<file path="src/rtl/multicycle_ctrl_if.sv">
// Control/status bundle between the multicycle controller and its datapath.
// master = controller side, slave = datapath (or bench) side.
interface multicycle_ctrl_if;
  logic [5:0]  opcode;
  logic [5:0]  funct;
  logic        mem_ready;
  logic        mem_req;
  logic        mem_we;
  logic        iord;
  logic        ir_write;
  logic        pc_write;
  logic        pc_write_cond;
  logic        reg_write;
  logic [1:0]  reg_dst;
  logic [1:0]  mem_to_reg;
  logic        alu_src_a;
  logic [1:0]  alu_src_b;
  logic [2:0]  alu_op;
  logic [1:0]  pc_source;
  logic [1:0]  branch_type;
  logic [2:0]  state;
  logic        err;
  logic [31:0] retire_cnt;

  modport master (
    input  opcode, funct, mem_ready,
    output mem_req, mem_we, iord, ir_write, pc_write, pc_write_cond, reg_write,
           reg_dst, mem_to_reg, alu_src_a, alu_src_b, alu_op, pc_source,
           branch_type, state, err, retire_cnt
  );
  modport slave (
    output opcode, funct, mem_ready,
    input  mem_req, mem_we, iord, ir_write, pc_write, pc_write_cond, reg_write,
           reg_dst, mem_to_reg, alu_src_a, alu_src_b, alu_op, pc_source,
           branch_type, state, err, retire_cnt
  );
endinterface

</file>
<file path="src/rtl/multicycle_ctrl.sv">
// Multicycle MIPS-subset controller: IF/ID/EX/MEM/WB sequencing with a
// shared-memory wait timeout, sticky error state and retired-instruction count.
module multicycle_ctrl #(
  parameter int TIMEOUT = 15
) (
  input  logic clk,
  input  logic rst_n,
  multicycle_ctrl_if.master bus
);
  localparam logic [2:0] S_IF = 3'd0, S_ID = 3'd1, S_EX = 3'd2,
                         S_MEM = 3'd3, S_WB = 3'd4, S_ERR = 3'd5;
  localparam logic [5:0] OP_R = 6'b000000, OP_ADDI = 6'b001000, OP_SLTI = 6'b001010,
                         OP_LW = 6'b100011, OP_SW = 6'b101011, OP_BEQ = 6'b000100,
                         OP_BNE = 6'b000101, OP_J = 6'b000010, OP_JAL = 6'b000011;
  localparam logic [5:0] FN_JR = 6'b001000;
  localparam int WW = (TIMEOUT < 2) ? 1 : $clog2(TIMEOUT + 1);
  localparam logic [WW-1:0] WAIT_LAST = WW'(TIMEOUT - 1);

  logic [2:0]    state, state_nxt;
  logic [WW-1:0] wait_cnt, wait_nxt;
  logic [31:0]   retire_cnt;
  logic          is_r, is_jr, is_lw, is_sw;

  assign is_r  = bus.opcode == OP_R;
  assign is_jr = is_r && (bus.funct == FN_JR);
  assign is_lw = bus.opcode == OP_LW;
  assign is_sw = bus.opcode == OP_SW;

  // Wait counter only advances on not-ready cycles of the two memory states;
  // any other path leaves it at zero.
  always_comb begin
    state_nxt = state;
    wait_nxt  = '0;
    case (state)
      S_IF, S_MEM: begin
        if (bus.mem_ready) begin
          if (state == S_IF) state_nxt = S_ID;
          else               state_nxt = is_lw ? S_WB : S_IF;
        end else if (wait_cnt == WAIT_LAST) begin
          state_nxt = S_ERR;
        end else begin
          wait_nxt = wait_cnt + 1'b1;
        end
      end
      S_ID: begin
        case (bus.opcode)
          OP_R:                                     state_nxt = is_jr ? S_IF : S_EX;
          OP_ADDI, OP_SLTI, OP_LW, OP_SW, OP_BEQ, OP_BNE: state_nxt = S_EX;
          default:                                  state_nxt = S_IF;
        endcase
      end
      S_EX: begin
        case (bus.opcode)
          OP_R, OP_ADDI, OP_SLTI: state_nxt = S_WB;
          OP_LW, OP_SW:           state_nxt = S_MEM;
          default:                state_nxt = S_IF;
        endcase
      end
      S_WB:    state_nxt = S_IF;
      S_ERR:   state_nxt = S_ERR;
      default: state_nxt = S_IF;
    endcase
  end

  always_ff @(posedge clk or negedge rst_n) begin
    if (!rst_n) begin
      state      <= S_IF;
      wait_cnt   <= '0;
      retire_cnt <= '0;
    end else begin
      state    <= state_nxt;
      wait_cnt <= wait_nxt;
      if (state_nxt == S_IF && state inside {S_ID, S_EX, S_MEM, S_WB})
        retire_cnt <= retire_cnt + 32'd1;
    end
  end

  always_comb begin
    bus.mem_req       = 1'b0;
    bus.mem_we        = 1'b0;
    bus.iord          = 1'b0;
    bus.ir_write      = 1'b0;
    bus.pc_write      = 1'b0;
    bus.pc_write_cond = 1'b0;
    bus.reg_write     = 1'b0;
    bus.reg_dst       = 2'd0;
    bus.mem_to_reg    = 2'd0;
    bus.alu_src_a     = 1'b0;
    bus.alu_src_b     = 2'd0;
    bus.alu_op        = 3'b000;
    bus.pc_source     = 2'd0;
    bus.branch_type   = 2'd0;
    case (state)
      S_IF: begin
        bus.mem_req   = 1'b1;
        bus.alu_src_b = 2'd1;
        bus.ir_write  = bus.mem_ready;
        bus.pc_write  = bus.mem_ready;
      end
      S_ID: begin
        bus.alu_src_b = 2'd3;
        if (bus.opcode == OP_J || bus.opcode == OP_JAL) begin
          bus.pc_write  = 1'b1;
          bus.pc_source = 2'd2;
        end
        if (bus.opcode == OP_JAL) begin
          bus.reg_write  = 1'b1;
          bus.reg_dst    = 2'd2;
          bus.mem_to_reg = 2'd3;
        end
        if (is_jr) begin
          bus.pc_write  = 1'b1;
          bus.pc_source = 2'd3;
        end
      end
      S_EX: begin
        bus.alu_src_a = 1'b1;
        case (bus.opcode)
          OP_R:    bus.alu_op = 3'b010;
          OP_ADDI, OP_LW, OP_SW: bus.alu_src_b = 2'd2;
          OP_SLTI: begin bus.alu_src_b = 2'd2; bus.alu_op = 3'b011; end
          OP_BEQ, OP_BNE: begin
            bus.alu_op        = 3'b001;
            bus.pc_write_cond = 1'b1;
            bus.pc_source     = 2'd1;
            bus.branch_type   = (bus.opcode == OP_BNE) ? 2'd3 : 2'd0;
          end
          default: ;
        endcase
      end
      S_MEM: begin
        bus.mem_req = 1'b1;
        bus.iord    = 1'b1;
        bus.mem_we  = is_sw;
      end
      S_WB: begin
        bus.reg_write  = 1'b1;
        bus.mem_to_reg = is_lw ? 2'd1 : 2'd0;
        bus.reg_dst    = is_r ? 2'd1 : 2'd0;
      end
      default: ;
    endcase
    // Reset must silence the memory port and strobes even though state reads IF.
    if (!rst_n) begin
      bus.mem_req       = 1'b0;
      bus.mem_we        = 1'b0;
      bus.ir_write      = 1'b0;
      bus.pc_write      = 1'b0;
      bus.pc_write_cond = 1'b0;
      bus.reg_write     = 1'b0;
    end
  end

  assign bus.state      = state;
  assign bus.err        = state == S_ERR;
  assign bus.retire_cnt = retire_cnt;
endmodule

</file>
<file path="src/flat_wrapper.sv">
// flat-port wrapper written by rule: the top's interface ports become plain ports
module multicycle_ctrl_flat 
#(
  parameter int TIMEOUT = 15
)
  (clk, rst_n, bus_opcode, bus_funct, bus_mem_ready, bus_mem_req, bus_mem_we, bus_iord, bus_ir_write, bus_pc_write, bus_pc_write_cond, bus_reg_write, bus_reg_dst, bus_mem_to_reg, bus_alu_src_a, bus_alu_src_b, bus_alu_op, bus_pc_source, bus_branch_type, bus_state, bus_err, bus_retire_cnt);
  multicycle_ctrl_if bus_i ();
  input  logic clk;
  input  logic rst_n;
  input wire logic [$bits(bus_i.opcode)-1:0] bus_opcode;
  input wire logic [$bits(bus_i.funct)-1:0] bus_funct;
  input wire logic [$bits(bus_i.mem_ready)-1:0] bus_mem_ready;
  output wire logic [$bits(bus_i.mem_req)-1:0] bus_mem_req;
  output wire logic [$bits(bus_i.mem_we)-1:0] bus_mem_we;
  output wire logic [$bits(bus_i.iord)-1:0] bus_iord;
  output wire logic [$bits(bus_i.ir_write)-1:0] bus_ir_write;
  output wire logic [$bits(bus_i.pc_write)-1:0] bus_pc_write;
  output wire logic [$bits(bus_i.pc_write_cond)-1:0] bus_pc_write_cond;
  output wire logic [$bits(bus_i.reg_write)-1:0] bus_reg_write;
  output wire logic [$bits(bus_i.reg_dst)-1:0] bus_reg_dst;
  output wire logic [$bits(bus_i.mem_to_reg)-1:0] bus_mem_to_reg;
  output wire logic [$bits(bus_i.alu_src_a)-1:0] bus_alu_src_a;
  output wire logic [$bits(bus_i.alu_src_b)-1:0] bus_alu_src_b;
  output wire logic [$bits(bus_i.alu_op)-1:0] bus_alu_op;
  output wire logic [$bits(bus_i.pc_source)-1:0] bus_pc_source;
  output wire logic [$bits(bus_i.branch_type)-1:0] bus_branch_type;
  output wire logic [$bits(bus_i.state)-1:0] bus_state;
  output wire logic [$bits(bus_i.err)-1:0] bus_err;
  output wire logic [$bits(bus_i.retire_cnt)-1:0] bus_retire_cnt;
  assign bus_i.opcode = bus_opcode;
  assign bus_i.funct = bus_funct;
  assign bus_i.mem_ready = bus_mem_ready;
  assign bus_mem_req = bus_i.mem_req;
  assign bus_mem_we = bus_i.mem_we;
  assign bus_iord = bus_i.iord;
  assign bus_ir_write = bus_i.ir_write;
  assign bus_pc_write = bus_i.pc_write;
  assign bus_pc_write_cond = bus_i.pc_write_cond;
  assign bus_reg_write = bus_i.reg_write;
  assign bus_reg_dst = bus_i.reg_dst;
  assign bus_mem_to_reg = bus_i.mem_to_reg;
  assign bus_alu_src_a = bus_i.alu_src_a;
  assign bus_alu_src_b = bus_i.alu_src_b;
  assign bus_alu_op = bus_i.alu_op;
  assign bus_pc_source = bus_i.pc_source;
  assign bus_branch_type = bus_i.branch_type;
  assign bus_state = bus_i.state;
  assign bus_err = bus_i.err;
  assign bus_retire_cnt = bus_i.retire_cnt;
  multicycle_ctrl #(.TIMEOUT(TIMEOUT)) u_core (.clk(clk), .rst_n(rst_n), .bus(bus_i));
endmodule
</file>
<file path="config.mk">
export PLATFORM = sky130hd
export DESIGN_NAME = multicycle_ctrl_flat
export DESIGN_NICKNAME = d
export VERILOG_FILES = /design/src/rtl/multicycle_ctrl_if.sv /design/src/rtl/multicycle_ctrl.sv /design/src/flat_wrapper.sv
export SDC_FILE = /design/constraint.sdc
export NUM_CORES = 1
export LEC_CHECK = 0
export ABC_AREA = 1
export CAP_MARGIN = 20
export CORE_MARGIN = 4
export CORE_UTILIZATION = 25
export CTS_CLUSTER_SIZE = 16
export DETAILED_ROUTE_END_ITERATION = 16
export SYNTH_ARGS = -nofsm -noshare
export SYNTH_HDL_FRONTEND = slang
export SYNTH_SLANG_ARGS = --single-unit
</file>
<file path="constraint.sdc">
create_clock -name clk -period 2.55 [get_ports clk]
set_clock_uncertainty 0.15 [all_clocks]
set_input_delay 0.765 -clock clk [delete_from_list [all_inputs] [get_ports clk]]
set_output_delay 0.765 -clock clk [all_outputs]
set_load 0.01 [all_outputs]
</file>
==> results.py <==
metrics = {
    "outcome": {
        "outcome": "complete, but fails checks",
        "violations": "setup timing",
    },
    "sta": {
        "relSlewSlack_pct": 66.8,
        "worstMarginPinSlew_ns": 0.494,
        "setup_ws_ns": -0.0402,
        "post-route-period-util_pct": 102,
        "slew_viol_final": 0,
        "max_freq_ghz": 0.386,
        "whs_ns": 0.335,
        "setup_tns_ns": -0.107,
        "rsz0062_at_grt": "true",
        "finalCriticalPeriod_ns": 2.59,
        "setup_viol_count_final": 4,
        "hold_violations": 0,
    },
    "routing": {
        "drc": 0,
        "drtIter0Drc": 225,
        "routedWlPerCell_um": 14.0,
        "wl_mm": 9.98,
        "post_drt_via_cell_ratio": 4.59,
        "drtPass1Iterations": 4,
        "postRouteAntennaNets": 0,
        "via_count": 3271,
    },
    "yosys": {
        "synth_area_leader_cell": "dfrtp_1",
        "synth_area_um2": 2840,
        "yosysMostFrequentCell": "nand2_1",
        "synth-seq-area-share_pct": 34.4,
        "yosys_warnings": 0,
        "synth_area_leaders": "dfrtp_1 34%, nand2_1 23%, nand3_1 9.7%",
        "postSynthCellCount": 448,
        "synth_common_cells": "172 x nand2_1, 71 x nor2_1, 55 x nand3_1, 39 x dfrtp_1, 37 x inv_1",
        "synth_edf_count": 0,
        "synth_seq_cells": 39,
        "synth_area_per_cell_um2": 6.33,
        "async_flop_share_pct": 100,
        "syn_nets": 466,
        "yosysTopAreaCellShare_pct": 34.4,
        "ys_types": 25,
        "synth_ff_type": "dfrtp_1",
    },
    "clocking": {
        "clkTransAtPathRegs_ns": 0.05,
        "clock_latency_ns": 0.28,
        "cts_max_level": 2,
        "cts_buffer_depth": 2,
        "postCtsHoldBufs": 0,
        "clkSinkCount": 39,
        "cts_buffers": 5,
        "tritoncts": "done",
        "root_buffer": "clkbuf_16",
    },
    "setup_path": {
        "cp-start-kind": "primary input",
        "cp.required_ns": 1.64,
        "ff2ff_path_depth": 10,
        "r2r_slack_ns": 0.44,
        "critPathCapture": "bus_pc_write",
        "setup.worst_path.start": "bus_opcode[3]",
        "path_cells": "buf_4, nor2_4, nand2_4, nor2_4, nand2_2, a31oi_1, buf_2",
        "slowest_delay_ns": 0.18,
        "cp-end-kind": "output port",
        "arrival_ns": 1.68,
        "r2r_end": "u_core.bus.retire_cnt[26]",
        "r2r-start": "u_core.bus.retire_cnt[0]",
        "crit_top_cell": "nor2_4",
        "worst_path_max_delay_cell": "a31oi_1",
        "cp_max_fo": 3,
        "path_class": "primary input to output port",
    },
    "finish": {
        "area_delta_synth_final_pct": 53.3,
        "drive_above_1_share_pct": 25.2,
        "fin_nets": 589,
        "diodes": 0,
        "fin_util_pct": 39.6,
    },
    "global_route": {
        "globalRouteOverflowTotal": 0,
        "grt_usage_pct": 14.4,
        "use_met1_pct": 19.1,
        "antenna_found_initial": 0,
        "grt_most_used_layer": "met2",
        "first_global_vias": 3108,
        "grt.met3_usage_pct": 2.17,
        "grt_max_degree": 34,
        "grt_use_met2_pct": 24.9,
        "grt_pass1_wl_mm": 15.5,
    },
    "pwr": {
        "power_density_nw_per_um2": 670,
        "p_leak_nw": 2.17,
        "max-vdd-ir-drop_mv": 0.487,
    },
    "die": {
        "fp.dieW_um": 114,
        "coreArea_um2": 11000,
        "ios": 72,
        "die_h_um": 114,
        "row_count": 38,
        "dieArea_um2": 13100,
        "initial_core_util_pct": 25.8,
    },
    "placement": {
        "dp_hpwl_mm": 7.34,
        "portBuffers": 70,
        "gp_routability_congestion": 0.877,
    },
    "job": {
        "cap_violations": 0,
    },
    "worst_hold_path": {
        "hold_class": "flip-flop to flip-flop",
    },
}
where the power goes:
| part | leakage [nW] | switching, mW | internal (mW) |
|---|---|---|---|
| Clock | 0.0679 | 0.235 | 0.361 |
| Sequential | 0.537 | 0.0730 | 0.680 |
| Combinational | 1.57 | 0.862 | 0.703 |
| Total | 2.17 | 1.17 | 1.74 |
metrics by stage:
step,cells,power [mW],setup WS [ns],cell area (um^2)
2_1_floorplan,448,1.43,0.0380,2840
3_3_place_gp,687,2.03,-0.887,3970
3_5_place_dp,687,2.04,-0.919,3970
4_1_cts,706,2.64,-0.0213,4180
5_1_grt,712,3.08,-0.102,4350
6_report,712,2.91,-0.0402,4350
flip-flops by register name, summed over array words and instances, names as in the netlist:
signal / count
u_core.wait_cnt: 4
u_core.bus.retire_cnt: 32
u_core.bus.state: 3
area by class of cell:
type,count,area [um^2]
Clock buffer,7,133
Clock inverter,1,5.00
Fill cell,1168,6640
Inverter,40,153
Multi-Input combinational cell,357,1800
Sequential cell,39,976
Tap cell,140,175
Timing Repair Buffer,128,1100
worst min path at each step:
stage,start,cells past startpoint,slack (ns),end
2_1_floorplan,u_core.wait_cnt[0],1,0.30,u_core.wait_cnt[0]
3_3_place_gp,u_core.wait_cnt[0],1,0.32,u_core.wait_cnt[0]
3_5_place_dp,u_core.wait_cnt[0],1,0.33,u_core.wait_cnt[0]
4_1_cts,u_core.wait_cnt[0],1,0.34,u_core.wait_cnt[0]
5_1_grt,u_core.wait_cnt[0],1,0.39,u_core.wait_cnt[0]
6_report,u_core.wait_cnt[0],1,0.33,u_core.wait_cnt[0]
cells in the final DEF (no fill, tap or decap), types with 5 or more instances in the layout:
master and instances:
nand2_1 158, nor2_1 59, nand3_1 50, buf_4 50, dfrtp_1 39, clkdlybuf4s50_1 35, inv_1 29, buf_2 23
xor2_1 14, nand2_2 12, inv_2 10, nor2_4 9, nor3_1 9, xnor2_1 8, clkbuf_16 7, nand3b_1 6
buf_6 6, nand3_2 5, nor2_2 5
logic make-up after synthesis:
logic type / synth area share [%]
and+or+nand+nor: 47.1
buffers and inverters: 8.34
DFF: 34.4
xor gates and xnor gates: 6.80
AOI/OAI and AO/OA: 1.85
adders and majority gates: 1.32
other: 0.132
per-layer routing:
metal,vias up,part of all wire (%)
li1,1645,-
met1,1516,45
met2,96,47
met3,14,6.2
met4,0,1.6
met5,-,0
critical path: cells and delay by family:
kind	cells	cell delay, ns
buffers and inverters	2	0.27
AND/OR/NAND/NOR	4	0.45
AO/OA/AOI/OAI	1	0.18
what timing repair did:
item                                    in CTS  in global routing
endpoints found under the hold margin        0                  0
setup buffers                               11                  4
gates cloned                                 0                  3
endpoints found under the setup margin      30                 49
pin swaps                                   23                 22
resized for setup                          150                 31
No activity file was read; power rests on OpenSTA's default activity.
